## config.mk

```make
export PLATFORM = sky130hd
export DESIGN_NAME = lampfpu_sqrt_issue_flat
export DESIGN_NICKNAME = d
export VERILOG_FILES = /design/src/rtl/lampfpu_sqrt_issue_pkg.sv /design/src/rtl/lampfpu_sqrt_issue_if.sv /design/src/rtl/lampfpu_sqrt_norm.sv /design/src/rtl/lampfpu_sqrt_issue.sv /design/src/flat_wrapper.sv
export SDC_FILE = /design/constraint.sdc
export NUM_CORES = 1
export LEC_CHECK = 0
export CELL_PAD_IN_SITES_DETAIL_PLACEMENT = 0
export CELL_PAD_IN_SITES_GLOBAL_PLACEMENT = 1
export CORE_ASPECT_RATIO = 2
export CORE_MARGIN = 3
export CORE_UTILIZATION = 41
export DETAILED_ROUTE_END_ITERATION = 6
export PLACE_DENSITY = 0.88
export SKIP_LAST_GASP = 1
export SYNTH_ARGS = -nofsm -noshare
export SYNTH_HDL_FRONTEND = slang
export SYNTH_HIERARCHICAL = 1
export SYNTH_SLANG_ARGS = --single-unit
```

## constraint.sdc

```tcl
create_clock -name clk -period 7.15 [get_ports clk]
set_input_delay 1.43 -clock clk [delete_from_list [all_inputs] [get_ports clk]]
set_output_delay 1.43 -clock clk [all_outputs]
set_load 0.01 [all_outputs]
```

## src/rtl/lampfpu_sqrt_issue_pkg.sv

```systemverilog
// Shared definitions for the lamp-float square-root request sequencer.
//   - lamp float geometry (1 sign, 8 exponent, 7 fraction, bias 127)
//   - canonical special results (quiet NaN, +inf, -inf)
//   - sequencer FSM state encoding
//   - classify(): detects operands answered without the core and forms their result
package lampfpu_sqrt_issue_pkg;

    localparam int LAMP_FLOAT_DW   = 16;
    localparam int LAMP_FLOAT_E_DW = 8;
    localparam int LAMP_FLOAT_F_DW = 7;
    localparam int LAMP_FLOAT_BIAS = 127;

    // Signed width large enough for K (range -124..128) and the biased result exponent.
    localparam int K_W = 10;

    localparam logic [LAMP_FLOAT_DW-1:0] QNAN = 16'h7FC0;
    localparam logic [LAMP_FLOAT_DW-1:0] PINF = 16'h7F80;
    localparam logic [LAMP_FLOAT_DW-1:0] NINF = 16'hFF80;

    typedef enum logic [1:0] {
        IDLE  = 2'd0,
        ISSUE = 2'd1,
        WAIT  = 2'd2,
        DONE  = 2'd3
    } state_t;

    typedef struct packed {
        logic                     special;
        logic [LAMP_FLOAT_DW-1:0] res;
    } special_t;

    // Exponent 0 is flushed to zero whatever the fraction holds. The order of the
    // tests matters: NaN first, then zeros (so -0 is not caught as negative), then
    // any remaining negative value, then +inf.
    function automatic special_t classify(input logic [LAMP_FLOAT_DW-1:0] op,
                                         input logic                     inv);
        logic                       sgn;
        logic [LAMP_FLOAT_E_DW-1:0] e;
        logic [LAMP_FLOAT_F_DW-1:0] f;
        special_t                   r;
        sgn       = op[LAMP_FLOAT_DW-1];
        e         = op[LAMP_FLOAT_DW-2 -: LAMP_FLOAT_E_DW];
        f         = op[LAMP_FLOAT_F_DW-1:0];
        r.special = 1'b1;
        r.res     = QNAN;
        if (e == '1 && f != '0) begin
            r.res = QNAN;
        end else if (e == '0) begin
            r.res = inv ? (sgn ? NINF : PINF) : {sgn, 15'b0};
        end else if (sgn) begin
            r.res = QNAN;
        end else if (e == '1) begin
            r.res = inv ? '0 : PINF;
        end else begin
            r.special = 1'b0;
        end
        return r;
    endfunction

endpackage

```

## src/rtl/lampfpu_sqrt_issue_if.sv

```systemverilog
// Request/response and core-command bundle of the square-root sequencer.
//   slave  : the sequencer (takes requests and core results, drives results and core commands)
//   master : the requester plus the core model / core wrapper around it
// Request side : doSqrt_i, doInvSqrt_i, op_i -> ready_o, result_o, valid_o, err_o
// Core side    : core_doSqrt_o, core_doInvSqrt_o, core_s_o -> core_result_i, core_valid_i
interface lampfpu_sqrt_issue_if;
    import lampfpu_sqrt_issue_pkg::*;

    logic                     doSqrt_i;
    logic                     doInvSqrt_i;
    logic [LAMP_FLOAT_DW-1:0] op_i;
    logic                     ready_o;
    logic [LAMP_FLOAT_DW-1:0] result_o;
    logic                     valid_o;
    logic                     err_o;
    logic                     core_doSqrt_o;
    logic                     core_doInvSqrt_o;
    logic [7:0]               core_s_o;
    logic [15:0]              core_result_i;
    logic                     core_valid_i;

    modport master (
        output doSqrt_i, doInvSqrt_i, op_i, core_result_i, core_valid_i,
        input  ready_o, result_o, valid_o, err_o,
               core_doSqrt_o, core_doInvSqrt_o, core_s_o
    );

    modport slave (
        input  doSqrt_i, doInvSqrt_i, op_i, core_result_i, core_valid_i,
        output ready_o, result_o, valid_o, err_o,
               core_doSqrt_o, core_doInvSqrt_o, core_s_o
    );

endinterface

```

## src/rtl/lampfpu_sqrt_norm.sv

```systemverilog
// Combinational renormalisation of the core's Q2.14 result into a lamp float.
//   core_res_i : core result, unsigned Q2.14 (1.0 sits at bit CORE_RES_W-2)
//   k_i        : even exponent offset K chosen when the significand was mapped
//   inv_i      : 1 for inverse square root (exponent contribution is -K/2)
//   result_o   : positive lamp float, or QNAN if no leading one in the top three bits
module lampfpu_sqrt_norm
    import lampfpu_sqrt_issue_pkg::*;
#(
    parameter int CORE_RES_W = 16
) (
    input  logic [CORE_RES_W-1:0]    core_res_i,
    input  logic signed [K_W-1:0]    k_i,
    input  logic                     inv_i,
    output logic [LAMP_FLOAT_DW-1:0] result_o
);

    localparam int ONE_POS = CORE_RES_W - 2;

    logic                       found;
    logic signed [K_W-1:0]      p_off;
    logic signed [K_W-1:0]      half_k;
    logic signed [K_W-1:0]      exp_b;
    logic [LAMP_FLOAT_F_DW-1:0] frac;
    logic                       unused_bits;

    always_comb begin
        found = 1'b1;
        p_off = '0;
        frac  = '0;
        // p - 14 is +1, 0 or -1; fraction is the 7 bits right below the leading one.
        if (core_res_i[ONE_POS+1]) begin
            p_off = K_W'(1);
            frac  = core_res_i[ONE_POS -: LAMP_FLOAT_F_DW];
        end else if (core_res_i[ONE_POS]) begin
            p_off = '0;
            frac  = core_res_i[ONE_POS-1 -: LAMP_FLOAT_F_DW];
        end else if (core_res_i[ONE_POS-1]) begin
            p_off = '1;
            frac  = core_res_i[ONE_POS-2 -: LAMP_FLOAT_F_DW];
        end else begin
            found = 1'b0;
        end

        // K is always even, so the arithmetic shift is an exact halving.
        half_k = k_i >>> 1;
        exp_b  = (inv_i ? -half_k : half_k) + p_off + K_W'(LAMP_FLOAT_BIAS);

        result_o = found ? {1'b0, exp_b[LAMP_FLOAT_E_DW-1:0], frac} : QNAN;
    end

    // Exponent stays within 1..254 for normal inputs; the low result bits are below
    // the truncation point.
    assign unused_bits = ^{exp_b[K_W-1:LAMP_FLOAT_E_DW],
                           core_res_i[ONE_POS-LAMP_FLOAT_F_DW-2:0]};

endmodule

```

## src/rtl/lampfpu_sqrt_issue.sv

```systemverilog
// Request-side sequencer for the fractional square-root core.
//   clk, rst : clock (rising edge) and synchronous active-low reset
//   bus      : slave side of lampfpu_sqrt_issue_if
//              request  doSqrt_i / doInvSqrt_i / op_i, accepted while ready_o=1
//              response result_o with one-cycle valid_o (err_o on watchdog abort)
//              core     one-cycle core_doSqrt_o / core_doInvSqrt_o with core_s_o,
//                       completion via core_valid_i / core_result_i
// Special operands are answered directly; normal operands are mapped to a Q0.8
// significand in [0.25,1) plus an even exponent offset K, sent to the core, and
// the core's Q2.14 answer is renormalised on the cycle core_valid_i arrives.
module lampfpu_sqrt_issue
    import lampfpu_sqrt_issue_pkg::*;
#(
    parameter int TIMEOUT_CYCLES = 64,
    parameter int CORE_RES_W     = 2 * (1 + LAMP_FLOAT_F_DW)
) (
    input logic                 clk,
    input logic                 rst,
    lampfpu_sqrt_issue_if.slave bus
);

    localparam int WD_W = $clog2(TIMEOUT_CYCLES + 1);

    state_t                   state_q, state_d;
    logic                     ready_q, ready_d;
    logic                     valid_q, valid_d;
    logic                     err_q, err_d;
    logic [LAMP_FLOAT_DW-1:0] result_q, result_d;
    logic                     core_sqrt_q, core_sqrt_d;
    logic                     core_inv_q, core_inv_d;
    logic [7:0]               core_s_q, core_s_d;
    logic signed [K_W-1:0]    k_q, k_d;
    logic                     inv_q, inv_d;
    logic [WD_W-1:0]          wdog_q, wdog_d;

    special_t                 spec;
    logic [7:0]               s_new;
    logic signed [K_W-1:0]    k_new;
    logic [LAMP_FLOAT_DW-1:0] norm_res;

    lampfpu_sqrt_norm #(
        .CORE_RES_W (CORE_RES_W)
    ) u_norm (
        .core_res_i (bus.core_result_i),
        .k_i        (k_q),
        .inv_i      (inv_q),
        .result_o   (norm_res)
    );

    // Significand mapping: exp even means E = exp-127 is odd, so s = 1.f/2 and
    // K = E+1 = exp-126; otherwise s = 1.f/4 (dropping f[0]) and K = E+2 = exp-125.
    always_comb begin
        spec = classify(bus.op_i, ~bus.doSqrt_i);
        if (bus.op_i[LAMP_FLOAT_F_DW] == 1'b0) begin
            s_new = {1'b1, bus.op_i[LAMP_FLOAT_F_DW-1:0]};
            k_new = $signed({2'b00, bus.op_i[14:7]}) - K_W'(126);
        end else begin
            s_new = {2'b01, bus.op_i[LAMP_FLOAT_F_DW-1:1]};
            k_new = $signed({2'b00, bus.op_i[14:7]}) - K_W'(125);
        end
    end

    always_comb begin
        state_d     = state_q;
        ready_d     = ready_q;
        valid_d     = valid_q;
        err_d       = err_q;
        result_d    = result_q;
        core_sqrt_d = core_sqrt_q;
        core_inv_d  = core_inv_q;
        core_s_d    = core_s_q;
        k_d         = k_q;
        inv_d       = inv_q;
        wdog_d      = wdog_q;

        unique case (state_q)
            IDLE: begin
                if (bus.doSqrt_i | bus.doInvSqrt_i) begin
                    ready_d = 1'b0;
                    // doSqrt_i takes priority when both are requested.
                    inv_d   = ~bus.doSqrt_i;
                    if (spec.special) begin
                        result_d = spec.res;
                        err_d    = 1'b0;
                        valid_d  = 1'b1;
                        state_d  = DONE;
                    end else begin
                        core_s_d    = s_new;
                        k_d         = k_new;
                        core_sqrt_d = bus.doSqrt_i;
                        core_inv_d  = ~bus.doSqrt_i;
                        state_d     = ISSUE;
                    end
                end
            end
            ISSUE: begin
                core_sqrt_d = 1'b0;
                core_inv_d  = 1'b0;
                wdog_d      = '0;
                state_d     = WAIT;
            end
            WAIT: begin
                // A core answer on the last watchdog cycle still wins over the abort.
                if (bus.core_valid_i) begin
                    result_d = norm_res;
                    err_d    = 1'b0;
                    valid_d  = 1'b1;
                    state_d  = DONE;
                end else if (wdog_q == WD_W'(TIMEOUT_CYCLES - 1)) begin
                    result_d = QNAN;
                    err_d    = 1'b1;
                    valid_d  = 1'b1;
                    state_d  = DONE;
                end else begin
                    wdog_d = wdog_q + WD_W'(1);
                end
            end
            DONE: begin
                valid_d = 1'b0;
                err_d   = 1'b0;
                ready_d = 1'b1;
                state_d = IDLE;
            end
            default: begin
                state_d = IDLE;
                ready_d = 1'b1;
            end
        endcase
    end

    always_ff @(posedge clk) begin
        if (!rst) begin
            state_q     <= IDLE;
            ready_q     <= 1'b1;
            valid_q     <= 1'b0;
            err_q       <= 1'b0;
            result_q    <= '0;
            core_sqrt_q <= 1'b0;
            core_inv_q  <= 1'b0;
            core_s_q    <= '0;
            k_q         <= '0;
            inv_q       <= 1'b0;
            wdog_q      <= '0;
        end else begin
            state_q     <= state_d;
            ready_q     <= ready_d;
            valid_q     <= valid_d;
            err_q       <= err_d;
            result_q    <= result_d;
            core_sqrt_q <= core_sqrt_d;
            core_inv_q  <= core_inv_d;
            core_s_q    <= core_s_d;
            k_q         <= k_d;
            inv_q       <= inv_d;
            wdog_q      <= wdog_d;
        end
    end

    assign bus.ready_o          = ready_q;
    assign bus.valid_o          = valid_q;
    assign bus.err_o            = err_q;
    assign bus.result_o         = result_q;
    assign bus.core_doSqrt_o    = core_sqrt_q;
    assign bus.core_doInvSqrt_o = core_inv_q;
    assign bus.core_s_o         = core_s_q;

endmodule

```

## src/flat_wrapper.sv

```systemverilog
// flat-port wrapper written by rule: the top's interface ports become plain ports
module lampfpu_sqrt_issue_flat import lampfpu_sqrt_issue_pkg::*;
#(
    parameter int TIMEOUT_CYCLES = 64,
    parameter int CORE_RES_W     = 2 * (1 + LAMP_FLOAT_F_DW)
)
  (clk, rst, bus_doSqrt_i, bus_doInvSqrt_i, bus_op_i, bus_core_result_i, bus_core_valid_i, bus_ready_o, bus_result_o, bus_valid_o, bus_err_o, bus_core_doSqrt_o, bus_core_doInvSqrt_o, bus_core_s_o);
  lampfpu_sqrt_issue_if bus_i ();
  input logic clk;
  input logic rst;
  input wire logic [$bits(bus_i.doSqrt_i)-1:0] bus_doSqrt_i;
  input wire logic [$bits(bus_i.doInvSqrt_i)-1:0] bus_doInvSqrt_i;
  input wire logic [$bits(bus_i.op_i)-1:0] bus_op_i;
  input wire logic [$bits(bus_i.core_result_i)-1:0] bus_core_result_i;
  input wire logic [$bits(bus_i.core_valid_i)-1:0] bus_core_valid_i;
  output wire logic [$bits(bus_i.ready_o)-1:0] bus_ready_o;
  output wire logic [$bits(bus_i.result_o)-1:0] bus_result_o;
  output wire logic [$bits(bus_i.valid_o)-1:0] bus_valid_o;
  output wire logic [$bits(bus_i.err_o)-1:0] bus_err_o;
  output wire logic [$bits(bus_i.core_doSqrt_o)-1:0] bus_core_doSqrt_o;
  output wire logic [$bits(bus_i.core_doInvSqrt_o)-1:0] bus_core_doInvSqrt_o;
  output wire logic [$bits(bus_i.core_s_o)-1:0] bus_core_s_o;
  assign bus_i.doSqrt_i = bus_doSqrt_i;
  assign bus_i.doInvSqrt_i = bus_doInvSqrt_i;
  assign bus_i.op_i = bus_op_i;
  assign bus_i.core_result_i = bus_core_result_i;
  assign bus_i.core_valid_i = bus_core_valid_i;
  assign bus_ready_o = bus_i.ready_o;
  assign bus_result_o = bus_i.result_o;
  assign bus_valid_o = bus_i.valid_o;
  assign bus_err_o = bus_i.err_o;
  assign bus_core_doSqrt_o = bus_i.core_doSqrt_o;
  assign bus_core_doInvSqrt_o = bus_i.core_doInvSqrt_o;
  assign bus_core_s_o = bus_i.core_s_o;
  lampfpu_sqrt_issue #(.TIMEOUT_CYCLES(TIMEOUT_CYCLES), .CORE_RES_W(CORE_RES_W)) u_core (.clk(clk), .rst(rst), .bus(bus_i));
endmodule
```

Yosys cells after proc, flatten, opt, wreduce, memory -nomap -nowiden
Index checks and enable logic that the tools add are counted. W data, S select, Z words.

Word-level logic and storage cells: 102. Output and inout port bits: 29. Input port bits: 37. Bits in registers: 48.

Reductions and logical operators: 17. Bitwise logic cells: 3. Equal/unequal tests: 11. $add $sub $neg: 6. Muxes and demuxes: 54.

Operators with widths (number): $mux W16 (10); $mux W8 (5); $mux W7 (5); $pmux W16 S2 (1); $mux W15 (2); $mux W1 (19); $sub A8 B7 Y9 const B (2); $pmux W7 S2 (1); $mux W9 (1); $reduce_and A3 Y1 (3); $add A8 B8 Y8 (1); $add A8 B8 Y8 const B (1); $eq A8 B8 Y1 const B (1); $logic_not A8 Y1 (1); $mux W2 (4); $neg A8 Y8 (1); $pmux W2 S4 (1); $reduce_and A4 Y1 (2); $reduce_bool A2 Y1 (4); $add A7 B1 Y7 const B (1); $eq A7 B6 Y1 const B (1); $reduce_bool A7 Y1 (1); $ne A2 B2 Y1 const B (3); $pmux W1 S2 (3); 11 further kinds (17).

Depth between registers and ports, before layout
Word-level depth: 8. Mapped depth: 15. Mapped depth without buffers: 15.

By module
Netlist, hierarchy kept.

By module, submodules not included: lampfpu_sqrt_issue (area an instance 2344.7 µm², instances 1, cells an instance 267, seq. area each 940.9 µm²); lampfpu_sqrt_norm (area an instance 769.5 µm², instances 1, cells an instance 111, seq. area each 0.0 µm²).

Least setup slack after synthesis
OpenSTA, ideal clock, no wires.

Kind: input to register. Start: input bus_core_result_i[13]. End: register u_core.result_q[14] (netlist: u_core/bus.result_o[14]). Data required time: 7031 ps. Buffers on the path: 1. Path slack: 3417 ps. Setup time: 119 ps. Arrival: 3614 ps. Cell stages on the path: 14. Path through: nor2b_4 > buf_6 > nand2_4 > ha_1 > inv_1 > ha_1 > fa_1 > a211oi_1 > o21a_1 > o21a_1 > mux2i_1 > nor2_1 > nor2_1 > o221a_2.

Longest elaborated chain between the ends: 8. Elaborated cells on any way between the ends: 11. Those cells by class: add/sub (2); mux (9).

RTL lines: from (decl) (RTL line flat_wrapper.sv:14) `input wire logic [$bits(bus_i.core_result_i)-1:0] bus_core_result_i;`; $mux W8 (RTL line lampfpu_sqrt_norm.sv:37) `end else if (core_res_i[ONE_POS-1]) begin`; $mux W8 (RTL line lampfpu_sqrt_norm.sv:34) `end else if (core_res_i[ONE_POS]) begin`; $mux W8 (RTL line lampfpu_sqrt_norm.sv:31) `if (core_res_i[ONE_POS+1]) begin`; $add A8 B8 Y8 (2 in series) (RTL line lampfpu_sqrt_norm.sv:46) `exp_b = (inv_i ? -half_k : half_k) + p_off + K_W'(LAMP_FLOAT_BIAS);`; $mux W15 * (RTL line lampfpu_sqrt_norm.sv:48) `result_o = found ? {1'b0, exp_b[LAMP_FLOAT_E_DW-1:0], frac} : QNAN;`; net u_core.norm_res[14] (RTL line lampfpu_sqrt_issue.sv:39) `logic [LAMP_FLOAT_DW-1:0] norm_res;`; $mux W16 * (RTL line lampfpu_sqrt_issue.sv:104) `if (bus.core_valid_i) begin`; $pmux W16 S2 * (RTL line lampfpu_sqrt_issue.sv:76) `unique case (state_q)`; to (signal assigned) (RTL line lampfpu_sqrt_issue.sv:149) `result_q <= result_d;`; to (decl) (RTL line lampfpu_sqrt_issue.sv:28) `logic [LAMP_FLOAT_DW-1:0] result_q, result_d;`.

The timed path passes the listed nets; every way through them passes the cells marked *. A chain may end at the register's enable or synchronous reset.

Final worst setup path
Start: input bus_op_i[7]. End: register u_core.k_q[8].

Longest elaborated chain between the ends: 7. Elaborated cells on any way between the ends: 12. Those cells by class: add/sub (2); eq/ne (1); mux (5); bitwise (1); reduce/logical (3).

RTL lines: from (decl) (RTL line flat_wrapper.sv:13) `input wire logic [$bits(bus_i.op_i)-1:0] bus_op_i;`; $eq A8 B8 Y1 (RTL line lampfpu_sqrt_issue_pkg.sv:46, lampfpu_sqrt_issue_pkg.sv:52); $mux W1 (RTL line lampfpu_sqrt_issue_pkg.sv:52) `end else if (e == '1) begin`; $mux W1 (RTL line lampfpu_sqrt_issue_pkg.sv:50) `end else if (sgn) begin`; $mux W1 (RTL line lampfpu_sqrt_issue_pkg.sv:48) `end else if (e == '0) begin`; $mux W1 (RTL line lampfpu_sqrt_issue_pkg.sv:46) `if (e == '1 && f != '0) begin`; $not A1 Y1 (no source line); $reduce_and A3 Y1 (no source line); to (signal assigned) (RTL line lampfpu_sqrt_issue.sv:153) `k_q <= k_d;`; to (decl) (RTL line lampfpu_sqrt_issue.sv:32) `logic signed [K_W-1:0] k_q, k_d;`.

Parallel ways exist; a longest one is shown, timed or not.

==> out/qor.csv <==
metric,value,unit
worst_slew_pin_slew,1.13,ns
gr-total-overflow,0,
root_buffer,clkbuf_16,
r2r_setup_slack,4.16,ns
port_buffers,59,
antenna_found_initial,0,
fin_crit,4.40,ns
core-area,0.00732,mm²
clock-sinks,47,
die-area,0.00873,mm²
rsz0062_at_grt,no,
relSlewSlack,24.6,%
hold_buffers,0,
cp_top_family,simple AND/OR/NAND/NOR gates,
worstPathCellList,clkdlybuf4s50_1 > inv_1 > ha_1 > nor4b_2 > a21oi_2 > and3b_1 > mux2i_1 > nor2_1,
drt_iter0_drc,87,
grt_max_degree,34,
num_vias,2843,
tns,0,ns
syn_avg_cell_area,8.25,µm²
final_util,52.9,%
min_path_cells,2,
clk_pin_slew,0.07,ns
ioPinCount,66,
avgViaCountPerCell,5.51,
max_freq,227,MHz
worstPathMaxFanout,33,
finClkSkew,0.00644,ns
cts_buffers,5,
critPathMaxStageDelay,0.97,ns
total_power,1.35,mW
post_cts_resize_count,0,
row_count,44,
initial_utilization,42.5,%
diodes,0,
postSynthCellCount,377,
status,completed,
endpoint_kind,flop,
clk_latency,0.29,ns
r2r_end,u_core/bus.result_o[13]$_SDFFE_PN0P_,
drive_gt1_share,6.13,%
drt-total-wl,7610,µm
cts_buffer_depth,2,
syn_area,0.00311,mm²
r2r-start,u_core/k_q[1]$_SDFFE_PN0P_,
track_usage,18.8,%
die_y,129,µm
busiest_layer,met2,
setup_viol,0,
nNetsFinal,485,
yosysWarnings,6,
reg2reg_depth,14,
synth_fp_nets,439,
finalHoldViolCount,0,
period_share,61.5,%
max-vdd-ir-drop,235,µV
arrival,4.53,ns
power.leakage,1.52,nW
dp_hpwl,5890,µm
cts_tree,built,
cellPowerDensity,349,mW/mm²
crit_required,7.29,ns
drt_pass1_iterations,4,
crit_slowest_cell,and3b_1,
use_met3,3.38,%
wire_per_inst,14.7,µm
final_max_slew_viol_count,0,
grt_use_met2,36.3,%
min_path_type,flop to flop,
crit_type,input port to flop,
drc,0,
syn_to_final_growth,24.5,%
cap_viol_max_count,0,
use_met1,18.5,%
die_w,67.6,µm
hold_path_end,u_core/bus.result_o[6]$_SDFFE_PN0P_,
grt_pass1_vias,2736,
cp_num_buf_inv,2,
htree_levels,2,
postRouteAntennaNets,0,
worstHoldStart,u_core/bus.result_o[6]$_SDFFE_PN0P_,
critPathLaunchType,input port,
grt_pass1_wl,12600,µm
place_congestion,0.810,
postCtsSetupRepairBufs,0,
-- worst max-delay path by stage --
stage | endpoint | startpoint | slack, ns | cells after the start
after floorplan | u_core/bus.result_o[14]$_SDFFE_PN0P_ | bus_core_result_i[13] | 3.42 | 14
after global placement | u_core/bus.result_o[14]$_SDFFE_PN0P_ | bus_core_result_i[14] | 2.49 | 14
after detailed placement | u_core/bus.result_o[14]$_SDFFE_PN0P_ | bus_core_result_i[14] | 2.46 | 14
after CTS | u_core/bus.result_o[14]$_SDFFE_PN0P_ | bus_core_result_i[14] | 2.77 | 14
after global routing | u_core/bus.result_o[14]$_SDFFE_PN0P_ | bus_core_result_i[14] | 2.56 | 14
final | u_core/k_q[8]$_SDFFE_PN0P_ | bus_op_i[7] | 2.75 | 8
-- stage by stage --
| step | std cells | setup slack (ns) | cell area (µm²) | hold WS (ns) |
|---|---|---|---|---|
| after detailed placement | 508 | 2.46 | 3720 | 0.468 |
| final | 516 | 2.75 | 3870 | 0.476 |
| after global routing | 516 | 2.56 | 3870 | 0.493 |
| after global placement | 508 | 2.49 | 3720 | 0.446 |
| after CTS | 516 | 2.77 | 3870 | 0.478 |
| after floorplan | 377 | 3.42 | 3110 | 0.437 |
-- power breakdown --
group / switching [mW] / total [mW] / internal, mW
sequential: 0.0461 / 0.374 / 0.328
combinational: 0.393 / 0.734 / 0.342
clock: 0.102 / 0.241 / 0.140
total: 0.540 / 1.35 / 0.810
-- flip-flops by register name (all words and copies together), names as in the netlist --
register	cells
u_core/bus.result_o	16
u_core/bus.core_s_o	8
u_core/k_q	8
u_core/wdog_q	7
u_core/state_q	2
u_core/bus.core_doInvSqrt_o	1
u_core/bus.core_doSqrt_o	1
u_core/bus.err_o	1
u_core/bus.ready_o	1
u_core/bus.valid_o	1
u_core/inv_q	1
-- area by class of cell --
cell class	instances	area, µm²
inverter	23	86.3
sequential	47	941
clock inverter	2	13.8
multi-input combinational	287	1990
timing repair buffer	59	591
fill	710	3450
clock buffer	6	139
tap	92	115
-- worst min-delay path, cell delays in order (launching register included) --
cell	delay (ns)
dfxtp_1	0.32
nand2_1	0.06
o2bb2ai_1	0.06
-- metal layers --
metal,vias to the layer above,routed length (µm)
met1,1361,2730
met3,9,177
met4,0,148
met5,-,0
li1,1439,-
met2,34,4560
-- cell usage in the layout, fill, tap and decap left out, types with 8 or more instances in the layout --
master	instances
o221a_2	8
a211oi_1	18
mux2i_1	11
nor2_1	47
ha_1	24
nand2_1	23
dfxtp_1	47
inv_1	23
clkdlybuf4s50_1	59
xor2_1	11
nand3_1	12
a21oi_1	20
o21ai_0	23
nor3_1	10
No activity file was read; power rests on OpenSTA's default activity.
